**src/rtl/mem_stage.sv**
```systemverilog
// Memory-access stage between EX and WB: issues loads/stores over a req/ack data bus,
// handles byte/half/word/double lanes with sign or zero extension, and flags misaligned accesses.
module mem_stage #(
    parameter int DATA_W = 32,
    parameter int ADDR_W = 32,
    parameter int RD_W   = 5,
    localparam int LANES = DATA_W / 8,
    localparam int OFF_W = $clog2(LANES)
) (
    input  logic              clk,
    input  logic              rst,
    input  logic              in_valid_i,
    input  logic              ctrl_mem_read_i,
    input  logic              ctrl_mem_write_i,
    input  logic [1:0]        mem_size_i,
    input  logic              mem_unsigned_i,
    input  logic [DATA_W-1:0] alu_result_i,
    input  logic [DATA_W-1:0] mem_write_data_i,
    input  logic              wb_en_i,
    input  logic [RD_W-1:0]   wd_i,
    output logic              stall_req_o,
    output logic              out_valid_o,
    output logic [DATA_W-1:0] alu_result_o,
    output logic [DATA_W-1:0] mem_read_data_o,
    output logic              wb_en_o,
    output logic [RD_W-1:0]   wd_o,
    output logic              misalign_o,
    output logic              bus_req_o,
    output logic              bus_we_o,
    output logic [ADDR_W-1:0] bus_addr_o,
    output logic [LANES-1:0]  bus_sel_o,
    output logic [DATA_W-1:0] bus_wdata_o,
    input  logic              bus_ack_i,
    input  logic [DATA_W-1:0] bus_rdata_i,
    output logic              dbg_state
);

    // Handshake: bus_req_o rises with the captured request and stays high, with every bus
    // output frozen, until the first cycle bus_ack_i is sampled high; that cycle completes it.
    localparam logic [0:0] IDLE = 1'b0;
    localparam logic [0:0] BUS  = 1'b1;

    localparam logic [DATA_W-1:0] ONE_D = {{(DATA_W-1){1'b0}}, 1'b1};
    localparam logic [LANES-1:0]  ONE_L = {{(LANES-1){1'b0}}, 1'b1};

    logic [0:0]       state;
    logic [1:0]       size_q;
    logic [OFF_W-1:0] off_q;
    logic             uns_q;

    logic              is_mem;
    logic              misaligned;
    logic              size_ok;
    logic              legal;
    logic [3:0]        nbytes;
    logic [LANES-1:0]  base_sel;
    logic [DATA_W-1:0] rep_wdata;
    logic [7:0]        nbits;
    logic [DATA_W-1:0] shifted;
    logic [DATA_W-1:0] ld_mask;
    logic              ld_sign;
    logic [DATA_W-1:0] load_val;

    assign dbg_state = state;
    assign is_mem    = ctrl_mem_read_i | ctrl_mem_write_i;

    always_comb begin
        misaligned = ((mem_size_i == 2'b01) & alu_result_i[0])
                   | ((mem_size_i == 2'b10) & (|alu_result_i[1:0]))
                   | ((mem_size_i == 2'b11) & (|alu_result_i[2:0]));
        size_ok = (mem_size_i != 2'b11) || (DATA_W == 64);
        legal   = size_ok & ~misaligned;
    end

    assign stall_req_o = ((state == IDLE) & in_valid_i & is_mem & legal)
                       | ((state == BUS) & ~bus_ack_i);

    // Lane mask and store-data replication for the request being accepted.
    always_comb begin
        nbytes   = 4'd1 << mem_size_i;
        base_sel = (nbytes >= 4'(LANES)) ? '1 : ((ONE_L << nbytes) - ONE_L);
        case (mem_size_i)
            2'b00:   rep_wdata = {LANES{mem_write_data_i[7:0]}};
            2'b01:   rep_wdata = {(LANES/2){mem_write_data_i[15:0]}};
            2'b10:   rep_wdata = {(DATA_W/32){mem_write_data_i[31:0]}};
            default: rep_wdata = mem_write_data_i;
        endcase
    end

    // Load extraction: shift the addressed lanes down, mask to size, fill from the top bit.
    always_comb begin
        shifted  = bus_rdata_i >> {off_q, 3'b000};
        nbits    = 8'd8 << size_q;
        ld_mask  = (nbits >= 8'(DATA_W)) ? '1 : ((ONE_D << nbits) - ONE_D);
        ld_sign  = |(shifted & (ld_mask ^ (ld_mask >> 1)));
        load_val = (shifted & ld_mask) | ((~uns_q & ld_sign) ? ~ld_mask : '0);
    end

    always_ff @(posedge clk or negedge rst) begin
        if (!rst) begin
            state           <= IDLE;
            size_q          <= '0;
            off_q           <= '0;
            uns_q           <= 1'b0;
            out_valid_o     <= 1'b0;
            alu_result_o    <= '0;
            mem_read_data_o <= '0;
            wb_en_o         <= 1'b0;
            wd_o            <= '0;
            misalign_o      <= 1'b0;
            bus_req_o       <= 1'b0;
            bus_we_o        <= 1'b0;
            bus_addr_o      <= '0;
            bus_sel_o       <= '0;
            bus_wdata_o     <= '0;
        end else begin
            out_valid_o <= 1'b0;
            case (state)
                IDLE: begin
                    if (in_valid_i) begin
                        // Pass-through fields are loaded at accept; WB only looks at them on out_valid_o.
                        alu_result_o    <= alu_result_i;
                        wd_o            <= wd_i;
                        mem_read_data_o <= '0;
                        if (!is_mem) begin
                            out_valid_o <= 1'b1;
                            wb_en_o     <= wb_en_i;
                            misalign_o  <= 1'b0;
                        end else if (!legal) begin
                            out_valid_o <= 1'b1;
                            wb_en_o     <= 1'b0;
                            misalign_o  <= 1'b1;
                        end else begin
                            wb_en_o     <= wb_en_i;
                            misalign_o  <= 1'b0;
                            bus_req_o   <= 1'b1;
                            bus_we_o    <= ctrl_mem_write_i;
                            bus_addr_o  <= alu_result_i[ADDR_W-1:0] & ~ADDR_W'(LANES - 1);
                            bus_sel_o   <= base_sel << alu_result_i[OFF_W-1:0];
                            bus_wdata_o <= rep_wdata;
                            size_q      <= mem_size_i;
                            off_q       <= alu_result_i[OFF_W-1:0];
                            uns_q       <= mem_unsigned_i;
                            state       <= BUS;
                        end
                    end
                end
                BUS: begin
                    if (bus_ack_i) begin
                        bus_req_o       <= 1'b0;
                        out_valid_o     <= 1'b1;
                        mem_read_data_o <= bus_we_o ? '0 : load_val;
                        state           <= IDLE;
                    end
                end
                default: state <= IDLE;
            endcase
        end
    end

endmodule

```
**config.mk**
```make
export PLATFORM = sky130hd
export DESIGN_NAME = mem_stage
export DESIGN_NICKNAME = d
export VERILOG_FILES = /design/src/rtl/mem_stage.sv
export SDC_FILE = /design/constraint.sdc
export NUM_CORES = 1
export LEC_CHECK = 0
export CAP_MARGIN = 20
export CORE_MARGIN = 2
export CORE_UTILIZATION = 39
export CTS_BUF_LIST = sky130_fd_sc_hd__clkbuf_16
export DETAILED_ROUTE_END_ITERATION = 12
export MAX_ROUTING_LAYER = met4
export PLACE_DENSITY_LB_ADDON = 0.25
export SETUP_SLACK_MARGIN = 0.05
export SYNTH_ARGS = -nofsm -noshare
export SYNTH_HDL_FRONTEND = slang
export SYNTH_SLANG_ARGS = --single-unit
```
**constraint.sdc**
```tcl
create_clock -name clk -period 2 [get_ports clk]
set_input_delay 0.2 -clock clk [delete_from_list [all_inputs] [get_ports clk]]
set_output_delay 0.2 -clock clk [all_outputs]
set_load 0.02 [all_outputs]
```
==> flow_summary_export.csv, run 1 <==
group,metric,value,unit
synthesis,ys_warn_count,0,
synthesis,synth_cell_types,37,
sta,timing.fmax,562,MHz
synthesis,syn_area,0.00680,mm^2
floorplanning,initial_core_util,0.396,
sta,fin_skew,0.00843,ns
power,p_leak,4.64,nW
sta,slew_viol_final,0,
setup_path,crit_fanout,7,
min_path,hold_class,"in -> async",
finish,utilization,0.597,
power,p_seq_frac,0.359,
cts,cts_tree,"done",
sta,worstMarginPinSlew,0.631,ns
power,ir_worst_vdd,0.591,mV
cts,cts-root-buf,"clkbuf_16",
sta,whs,0.298,ns
place,io_buffer_count,252,
floorplanning,rows,48,
finish,area_growth,50.8,%
setup_path,cp_cell_sequence,"buf_4, clkdlybuf4s50_1",
global_routing,grtUsageTotal,0.213,
finish,drive_gt1_frac,0.213,
power,pwr-share-comb,0.368,
setup_path,required,1.80,ns
synthesis,syn_inst,550,
floorplanning,fp.dieArea,0.0185,mm^2
sta,fin_crit,1.78,ns
global_routing,grtUsageMet2,0.332,
floorplanning,io-pin-count,255,
finish,nNetsFinal,920,
global_routing,gr-usage-met3,0.0440,
cts,clock_sinks,146,
setup_path,max_stage_delay,0.64,ns
global_routing,grt_pass1_wl,29800,um
finish,n_antenna_cell,0,
floorplanning,fp.dieH,136,um
floorplanning,die_w,136,um
power,internal_power,7.47,mW
setup_path,end_kind,"output port",
global_routing,grt_pass1_vias,5601,
global_routing,use_met1,0.272,
power,power_density,1080,mW/mm^2
cts,cts_inserted_buffers,17,
global_routing,grt_busiest_layer,"met2",
detailed_routing,wl_per_cell,18.0,um
sta,setup_viol,0,
setup_path,path_class,"reg -> out",
power,p_switching,3.60,mW
global_routing,grt_max_degree,50,
setup_path,worst_path_max_delay_cell,"clkdlybuf4s50_1",
detailed_routing,vias_per_cell,5.07,
finish,finalNonFillerCells,1047,
place,gp_congestion,0.801,
detailed_routing,drc_errors,0,
detailed_routing,firstDrtPassIters,4,
sta,slew_headroom,0.578,
setup_path,startpoint_type,"flip-flop",
synthesis,avgSynthCellArea,12.4,um^2
cts,clkTransAtPathRegs,0.07,ns
synthesis,synth_seq_cells,146,
power,pwr-share-clk,0.273,
sta,grt_setup_unrepaired,"no",
detailed_routing,drtAntennaViolNets,0,
sta,setup_tns,0,ns
floorplanning,core_area,0.0172,mm^2
run,max_cap_viol_count,0,
cts,cts_max_path_buffers,2,
synthesis,synth-seq-area-share,0.537,
detailed_routing,drt_iter0_markers,281,
power,switching_share,0.326,
sta,hold_viol_final,0,
global_routing,antenna_found_initial,0,
run_status,status,"finished, final reports clean",
detailed_routing,via_count,5305,
place,dpl.cell_count,1014,
place,dp_hpwl,13500,um
cts,cts.htree.levels,4,
cts,clkLatencyLatePin,0.41,ns
setup_path,cp.arrival,1.58,ns
detailed_routing,wl,18900,um
global_routing,grt_remaining_overflow,0,
sta,period_share,0.890,
setup_path,reg2reg_slack,0.29,ns
cts,post-cts-setup-buffers,0,
==> logic make-up after synthesis <==
| group | after synthesis | synth area share |
|---|---|---|
| compound gates | 68 | 0.0802 |
| buf+inv | 54 | 0.0423 |
| flops | 146 | 0.537 |
| mux | 125 | 0.244 |
| other cells | 1 | 0.000552 |
| simple gates | 156 | 0.0953 |
==> layout by cell type (no fill, tap or decap), types with 8 or more instances in the layout <==
| master | synthesis | routed |
|---|---|---|
| o21ai_0 | 10 | 10 |
| clkbuf_16 | 0 | 17 |
| mux2_2 | 49 | 49 |
| mux4_2 | 9 | 9 |
| buf_4 | 2 | 23 |
| nand2_1 | 132 | 132 |
| dfrtp_1 | 146 | 146 |
| o21ai_1 | 8 | 8 |
| inv_1 | 11 | 11 |
| a22o_1 | 9 | 9 |
| mux2_4 | 47 | 47 |
| a32o_1 | 8 | 8 |
| clkdlybuf4s50_1 | 0 | 250 |
| a32oi_1 | 8 | 8 |
| mux2i_1 | 20 | 19 |
| nand3b_1 | 8 | 8 |
==> state kept, by name, summed over array words and instances, names as in the netlist, 2 cells and up <==
name and flops:
bus_sel_o 4, alu_result_o 32, mem_read_data_o 32, bus_addr_o 30
wd_o 5, off_q 2, bus_wdata_o 32, size_q 2
==> cell type report <==
| type | instances | area (um^2) |
|---|---|---|
| multi-input cells | 351 | 2890 |
| fillers | 1432 | 6930 |
| clock inverters | 15 | 133 |
| well taps | 225 | 282 |
| clock buffers | 17 | 425 |
| flip-flops and latches | 146 | 3650 |
| inverters | 11 | 41.3 |
| repair buffers | 282 | 2830 |
==> stage by stage <==
step           setup WS [ns]  instance area [um^2]  total power, mW
2_1_floorplan          0.376                  6800             6.16
3_3_place_gp         -0.0611                  9680             8.01
3_5_place_dp         -0.0812                  9680             8.11
4_1_cts               0.0821                 10200             11.2
5_1_grt                0.143                 10200             11.6
6_report               0.220                 10200             11.1
==> repair_timing <==
item                                    CTS  global route
hold endpoints to repair                 46             0
hold buffers                              1             0
gates resized for setup                   1             1
endpoints found under the setup margin    1             8
==> routing by layer <==
layer,vias up,share of wire
met5,-,0
met3,31,0.067
met1,2604,0.42
met4,0,0.027
li1,2452,-
met2,218,0.48
==> critical path: cells and delay by family, from the launching register on <==
| kind | cells | cell delay (ns) |
|---|---|---|
| buf+inv | 2 | 0.81 |
| flops | 1 | 0.37 |
==> synth_stat cells, drive strengths merged <==
cell type	count	area, um^2
dfrtp	146	3650
nand2	132	495
mux2	96	1260
buf	27	186
mux2i	20	200
o21ai	18	90.1
clkbuf	16	60.1
inv	11	41.3
o221ai	10	106
a22o	9	78.8
mux4	9	203
a32o	8	80.1
a32oi	8	70.1
nand3b	8	60.1
nor2	7	26.3
o211ai	7	52.6
nor3	3	26.3
a21oi	2	13.8
nand2b	2	12.5
nor2b	2	12.5
a21o	1	15.0
a22oi	1	7.51
and3b	1	8.76
conb	1	3.75
o21bai	1	7.51
o22ai	1	6.26
o311ai	1	8.76
o41ai	1	8.76
or2	1	6.26
==> final timing paths <==
kind	startpoint	endpoint	cells past startpoint
min reg2reg	wb_en_o$_DFFE_PN0P_	wb_en_o$_DFFE_PN0P_	2
min in group clk	wd_i[2]	wd_o[2]$_DFFE_PN0P_	3
max reg2reg	off_q[1]$_DFFE_PN0P_	mem_read_data_o[13]$_DFFE_PN0P_	3
min	rst	wd_o[2]$_DFFE_PN0P_	2
max in group asynchronous	rst	alu_result_o[1]$_DFFE_PN0P_	3
max	dbg_state$_DFF_PN0_	dbg_state	2
==> power groups by stage <==
stage          Combinational [mW]  Sequential (mW)  Clock, mW
2_1_floorplan                1.46             4.70          0
3_3_place_gp                 4.02             3.99          0
3_5_place_dp                 4.10             4.01          0
4_1_cts                      4.11             3.98       3.09
5_1_grt                      4.31             4.06       3.23
6_report                     4.07             3.98       3.03
Power figures use the tool's default switching activity.
==> run 2, diff against run 1 <==
--- a/config.mk
+++ b/config.mk
@@ -5,6 +5,7 @@
 export SDC_FILE = /design/constraint.sdc
 export NUM_CORES = 1
 export LEC_CHECK = 0
+export ABC_AREA = 0
 export CAP_MARGIN = 20
 export CORE_MARGIN = 2
 export CORE_UTILIZATION = 39
@@ -12,6 +13,7 @@
 export DETAILED_ROUTE_END_ITERATION = 12
 export MAX_ROUTING_LAYER = met4
 export PLACE_DENSITY_LB_ADDON = 0.25
+export RECOVER_POWER = 25
 export SETUP_SLACK_MARGIN = 0.05
 export SYNTH_ARGS = -nofsm -noshare
 export SYNTH_HDL_FRONTEND = slang
==> constraint.sdc (replaced) <==
create_clock -name clk -period 1.6 [get_ports clk]
set_input_delay 0.16 -clock clk [delete_from_list [all_inputs] [get_ports clk]]
set_output_delay 0.16 -clock clk [all_outputs]
set_load 0.02 [all_outputs]
==> run 2 against run 1 <==
Against the previous run:
- via count is 0.85% higher
- cell count up 1.5%
- worst setup slack worse by 0.21 ns
- largest cell class unchanged
- cell area rose by 0.71%
- sequential power grew 24%
==> flow_summary_export.csv, run 2 (synthesized netlist as in run 1, its figures left out) <==
group,metric,value,unit
floorplanning,die_w,136,um
place,gp_congestion,0.830,
power,internal_power,8.93,mW
setup_path,cp.arrival,1.89,ns
setup_path,reg2reg_slack,0.01,ns
place,dp_hpwl,13900,um
finish,nNetsFinal,936,
global_routing,gr-usage-met3,0.0511,
sta,worstMarginPinSlew,0.760,ns
floorplanning,fp.dieArea,0.0185,mm^2
setup_path,reg2regPathDepth,3,
min_path,hold_class,"in -> reg",
place,dpl.cell_count,1024,
global_routing,grt_pass1_wl,30000,um
sta,setup_viol,0,
setup_path,worstReg2RegEnd,"mem_read_data_o[8]$_DFFE_PN0P_",
detailed_routing,vias_per_cell,5.03,
place,pre_cts_ws,-0.380,ns
power,power_density,1290,mW/mm^2
cts,cts-root-buf,"clkbuf_16",
finish,final_cell_mix,"dfrtp_1, nand2_1, dlygate4sd2_1",
power,p_leak,5.25,nW
setup_path,required,1.91,ns
place,io_buffer_count,252,
power,pwr-share-comb,0.361,
power,p_seq_frac,0.370,
detailed_routing,drtAntennaViolNets,0,
global_routing,use_met1,0.262,
cts,cts.htree.levels,4,
detailed_routing,drt_iter0_markers,277,
setup_path,critical_path.startpoint,"off_q[1]$_DFFE_PN0P_",
finish,top_regs,"alu_result_o x32, bus_wdata_o x32, mem_read_data_o x32",
setup_path,worstSetupEndpoint,"mem_read_data_o[8]$_DFFE_PN0P_",
run_status,status,"finished, final reports clean",
sta,timing.fmax,631,MHz
setup_path,crit_fanout,8,
floorplanning,fp.dieH,136,um
finish,layout_commonest_cell,"dfrtp_1",
detailed_routing,wl_per_cell,18.3,um
power,switching_share,0.332,
global_routing,grtUsageTotal,0.219,
detailed_routing,drc_errors,0,
power,pwr-share-clk,0.269,
run,max_cap_viol_count,0,
cts,clkTransAtPathRegs,0.06,ns
cts,clock_sinks,146,
global_routing,grt_pass1_vias,5644,
floorplanning,core_area,0.0172,mm^2
sta,period_share,0.991,
global_routing,grt_busiest_layer,"met2",
sta,timing.final.ws_setup,0.0150,ns
finish,area_growth,51.8,%
sta,slew_viol_final,0,
setup_path,startpoint_type,"flip-flop",
cts,cts_max_path_buffers,2,
cts,cts_inserted_buffers,17,
power,ir_worst_vdd,0.754,mV
global_routing,antenna_found_initial,2,
finish,finalNonFillerCells,1063,
power,p_switching,4.43,mW
floorplanning,io-pin-count,255,
sta,hold_viol_final,0,
detailed_routing,wl,19500,um
global_routing,grt_remaining_overflow,0,
finish,drive_gt1_frac,0.233,
sta,fin_skew,0.00677,ns
sta,grt_setup_unrepaired,"yes",
global_routing,grtUsageMet2,0.350,
detailed_routing,via_count,5350,
setup_path,path_class,"reg -> reg",
sta,fin_crit,1.59,ns
global_routing,grt_max_degree,48,
cts,cts_tree,"done",
setup_path,rr_startpoint,"off_q[1]$_DFFE_PN0P_",
floorplanning,rows,48,
cts,clkLatencyLatePin,0.42,ns
floorplanning,initial_core_util,0.396,
setup_path,end_kind,"flip-flop",
sta,slew_headroom,0.493,
detailed_routing,firstDrtPassIters,4,
==> run 2: cell count changes in the layout (fill, tap and decap cells not counted), moves of 3 or more <==
cell,change
clkdlybuf4s50_1,-143
dlygate4sd2_1,+124
dlymetal6s2s_1,+18
buf_4,+10
o221ai_1,-6
o221ai_2,+6
inv_6,-3
==> run 2: cell type report <==
cell class | count | area (um^2)
fill | 1427 | 6850
inverter | 11 | 41.3
tap | 225 | 282
antenna | 2 | 5.00
multi-input combinational | 351 | 2930
timing repair buffer | 298 | 2890
clock buffer | 17 | 425
sequential | 146 | 3650
clock inverter | 13 | 100
==> run 2: layer usage <==
layer  wire length (um)  part of all wire
met4                568             0.029
met2               9640              0.49
met1               8130              0.42
met3               1140             0.059
met5                  0                 0
==> run 2: power by group through the flow <==
stage          Clock [mW]  Combinational [mW]  Sequential (mW)
6_report             3.60                4.82             4.94
4_1_cts              3.69                4.79             4.95
2_1_floorplan           0                1.83             5.87
3_5_place_dp            0                5.20             5.02
5_1_grt              3.87                5.11             5.05
3_3_place_gp            0                5.09             4.99
==> run 2: how the worst min path moves through the flow <==
stage / slack (ns) / startpoint / cells after the start / end
after floorplan: -0.14 / rst / 0 / alu_result_o[0]$_DFFE_PN0P_
after global placement: 0.05 / rst / 1 / wd_o[3]$_DFFE_PN0P_
after detailed placement: 0.05 / rst / 1 / wd_o[1]$_DFFE_PN0P_
after CTS: 0.17 / rst / 2 / wd_o[1]$_DFFE_PN0P_
after global routing: 0.11 / alu_result_i[0] / 3 / alu_result_o[0]$_DFFE_PN0P_
final: 0.1 / alu_result_i[0] / 3 / alu_result_o[0]$_DFFE_PN0P_
==> run 2: critical path, stage by stage (launching register included) <==
cell	delay, ns
dfrtp_1	0.41
mux4_2	0.55
a21o_4	0.27
a32o_1	0.24
==> run 2: metrics by stage <==
step / power, mW / TNS (ns) / instance area [um^2] / util / hold WS (ns)
2_1_floorplan: 7.70 / 0 / 6810 / - / -0.136
3_3_place_gp: 10.1 / -28.00 / 9760 / 0.568 / 0.0508
3_5_place_dp: 10.2 / -30.72 / 9760 / 0.568 / 0.0523
4_1_cts: 13.4 / 0 / 10200 / 0.592 / 0.172
5_1_grt: 14.0 / -0.143 / 10300 / 0.601 / 0.111
6_report: 13.4 / 0 / 10300 / 0.601 / 0.0975
==> run 2: repair_timing <==
| item | in CTS | in global routing |
|---|---|---|
| endpoints found under the hold margin | 146 | 0 |
| setup buffers | 4 | 0 |
| hold buffers | 1 | 0 |
| cloned | 0 | 2 |
| pin swaps | 9 | 6 |
| resized for setup | 131 | 32 |
| setup endpoints to repair | 155 | 116 |
==> run 3, diff against run 2 <==
--- a/config.mk
+++ b/config.mk
@@ -11,6 +11,7 @@
 export CORE_UTILIZATION = 39
 export CTS_BUF_LIST = sky130_fd_sc_hd__clkbuf_16
 export DETAILED_ROUTE_END_ITERATION = 12
+export HOLD_SLACK_MARGIN = 0.15
 export MAX_ROUTING_LAYER = met4
 export PLACE_DENSITY_LB_ADDON = 0.25
 export RECOVER_POWER = 25
==> run 3 against run 2 <==
Against the previous run:
- cell area is essentially flat
- register-to-register slack about the same
- hold slack improved by 0.18 ns
- total power about the same
==> flow_summary_export.csv, run 3 (synthesized netlist as in run 1, its figures left out) <==
group,metric,value,unit
global_routing,grt_max_degree,48,
finish,drive_gt1_frac,0.233,
detailed_routing,vias_per_cell,5.02,
setup_path,required,1.91,ns
finish,utilization,0.602,
sta,fin_crit,1.58,ns
min_path,hold_class,"in -> reg",
power,p_leak,5.25,nW
detailed_routing,wl,19500,um
floorplanning,rows,48,
finish,layout_commonest_cell,"dfrtp_1",
setup_path,path_class,"reg -> reg",
sta,period_share,0.990,
place,gp_congestion,0.830,
floorplanning,io-pin-count,255,
global_routing,grt_pass1_vias,5644,
run,max_cap_viol_count,0,
sta,hold_viol_final,0,
place,dp_hpwl,13900,um
sta,setup_viol,0,
floorplanning,die_w,136,um
min_path,min_from,"wd_i[3]",
detailed_routing,drc_errors,0,
cts,clkTransAtPathRegs,0.06,ns
detailed_routing,wl_per_cell,18.3,um
sta,whs,0.278,ns
detailed_routing,via_count,5344,
setup_path,reg2regPathDepth,3,
cts,cts_inserted_buffers,17,
cts,clock_sinks,146,
global_routing,grt_remaining_overflow,0,
cts,cts.htree.levels,4,
cts,cts_max_path_buffers,2,
detailed_routing,drtAntennaViolNets,0,
power,power_density,1290,mW/mm^2
sta,slew_headroom,0.492,
place,pre_cts_ws,-0.380,ns
floorplanning,fp.dieH,136,um
min_path,hold_path_end,"wd_o[3]$_DFFE_PN0P_",
global_routing,grt_pass1_wl,30000,um
setup_path,end_kind,"flip-flop",
setup_path,rr_startpoint,"off_q[1]$_DFFE_PN0P_",
setup_path,crit_fanout,8,
sta,timing.final.ws_setup,0.0160,ns
setup_path,cp.arrival,1.89,ns
place,dpl.cell_count,1024,
sta,fin_skew,0.00630,ns
cts,cts_tree,"done",
floorplanning,core_area,0.0172,mm^2
run_status,status,"finished, final reports clean",
cts,clkLatencyLatePin,0.42,ns
global_routing,grtUsageTotal,0.219,
detailed_routing,drt_iter0_markers,266,
sta,worstMarginPinSlew,0.761,ns
global_routing,antenna_found_initial,2,
power,power,13.4,mW
finish,final_cell_mix,"dfrtp_1, nand2_1, dlygate4sd2_1",
setup_path,reg2reg_slack,0.02,ns
floorplanning,fp.dieArea,0.0185,mm^2
sta,grt_setup_unrepaired,"yes",
finish,finalNonFillerCells,1064,
finish,nNetsFinal,937,
power,ir_worst_vdd,0.754,mV
finish,area_growth,52.0,%
cts,cts-root-buf,"clkbuf_16",
detailed_routing,firstDrtPassIters,4,
floorplanning,initial_core_util,0.396,
place,io_buffer_count,252,
sta,slew_viol_final,0,
sta,timing.fmax,631,MHz
setup_path,worstReg2RegEnd,"mem_read_data_o[8]$_DFFE_PN0P_",
setup_path,startpoint_type,"flip-flop",
min_path,min_path_cells,3,
finish,top_regs,"alu_result_o x32, bus_wdata_o x32, mem_read_data_o x32",
[run 3: routing by layer]
metal / track usage / share of wire / vias up
met3: 0.0511 / 0.059 / 40
li1: - / - / 2478
met5: - / 0 / -
met4: 0.102 / 0.029 / 0
met1: 0.262 / 0.42 / 2636
met2: 0.350 / 0.49 / 190
[run 3: worst max-delay path by stage]
| stage | startpoint | to | slack [ns] |
|---|---|---|---|
| finish | off_q[1]$_DFFE_PN0P_ | mem_read_data_o[8]$_DFFE_PN0P_ | 0.02 |
| CTS | off_q[1]$_DFFE_PN0P_ | mem_read_data_o[8]$_DFFE_PN0P_ | 0.009 |
| global placement | mem_size_i[0] | stall_req_o | -0.37 |
| floorplan | off_q[1]$_DFFE_PN0P_ | mem_read_data_o[10]$_DFFE_PN0P_ | 0.03 |
| detailed placement | mem_size_i[0] | stall_req_o | -0.38 |
| global route | size_q[0]$_DFFE_PN0P_ | mem_read_data_o[28]$_DFFE_PN0P_ | -0.04 |
[run 3: cell type report]
type / instances / area (um^2)
Fill cell: 1425 / 6840
Sequential cell: 146 / 3650
Multi-Input combinational cell: 351 / 2930
Timing Repair Buffer: 299 / 2900
Clock buffer: 17 / 425
Tap cell: 225 / 282
Clock inverter: 13 / 100
Inverter: 11 / 41.3
Antenna cell: 2 / 5.00
[run 3: critical path, stage by stage (launching register included)]
cell,delay (ns)
dfrtp_1,0.41
mux4_2,0.55
a21o_4,0.27
a32o_1,0.24
[run 3: metrics by stage]
step	TNS, ns	instance area, um^2
floorplan	0	6810
global placement	-28.00	9760
detailed placement	-30.72	9760
CTS	0	10200
global route	-0.143	10300
finish	0	10300
[run 3: power breakdown]
part / internal (mW) / leakage, nW / switching [mW]
clock network: 2.09 / 0.258 / 1.51
logic: 2.36 / 3.18 / 2.46
registers: 4.48 / 1.81 / 0.464
[run 3: what timing repair did]
item | CTS | global route
resized for setup | 131 | 32
endpoints found under the hold margin | 146 | 1
pin swaps | 9 | 6
buffers inserted | 4 | 0
cloned | 0 | 2
hold buffers | 1 | 1
setup endpoints to repair | 155 | 116
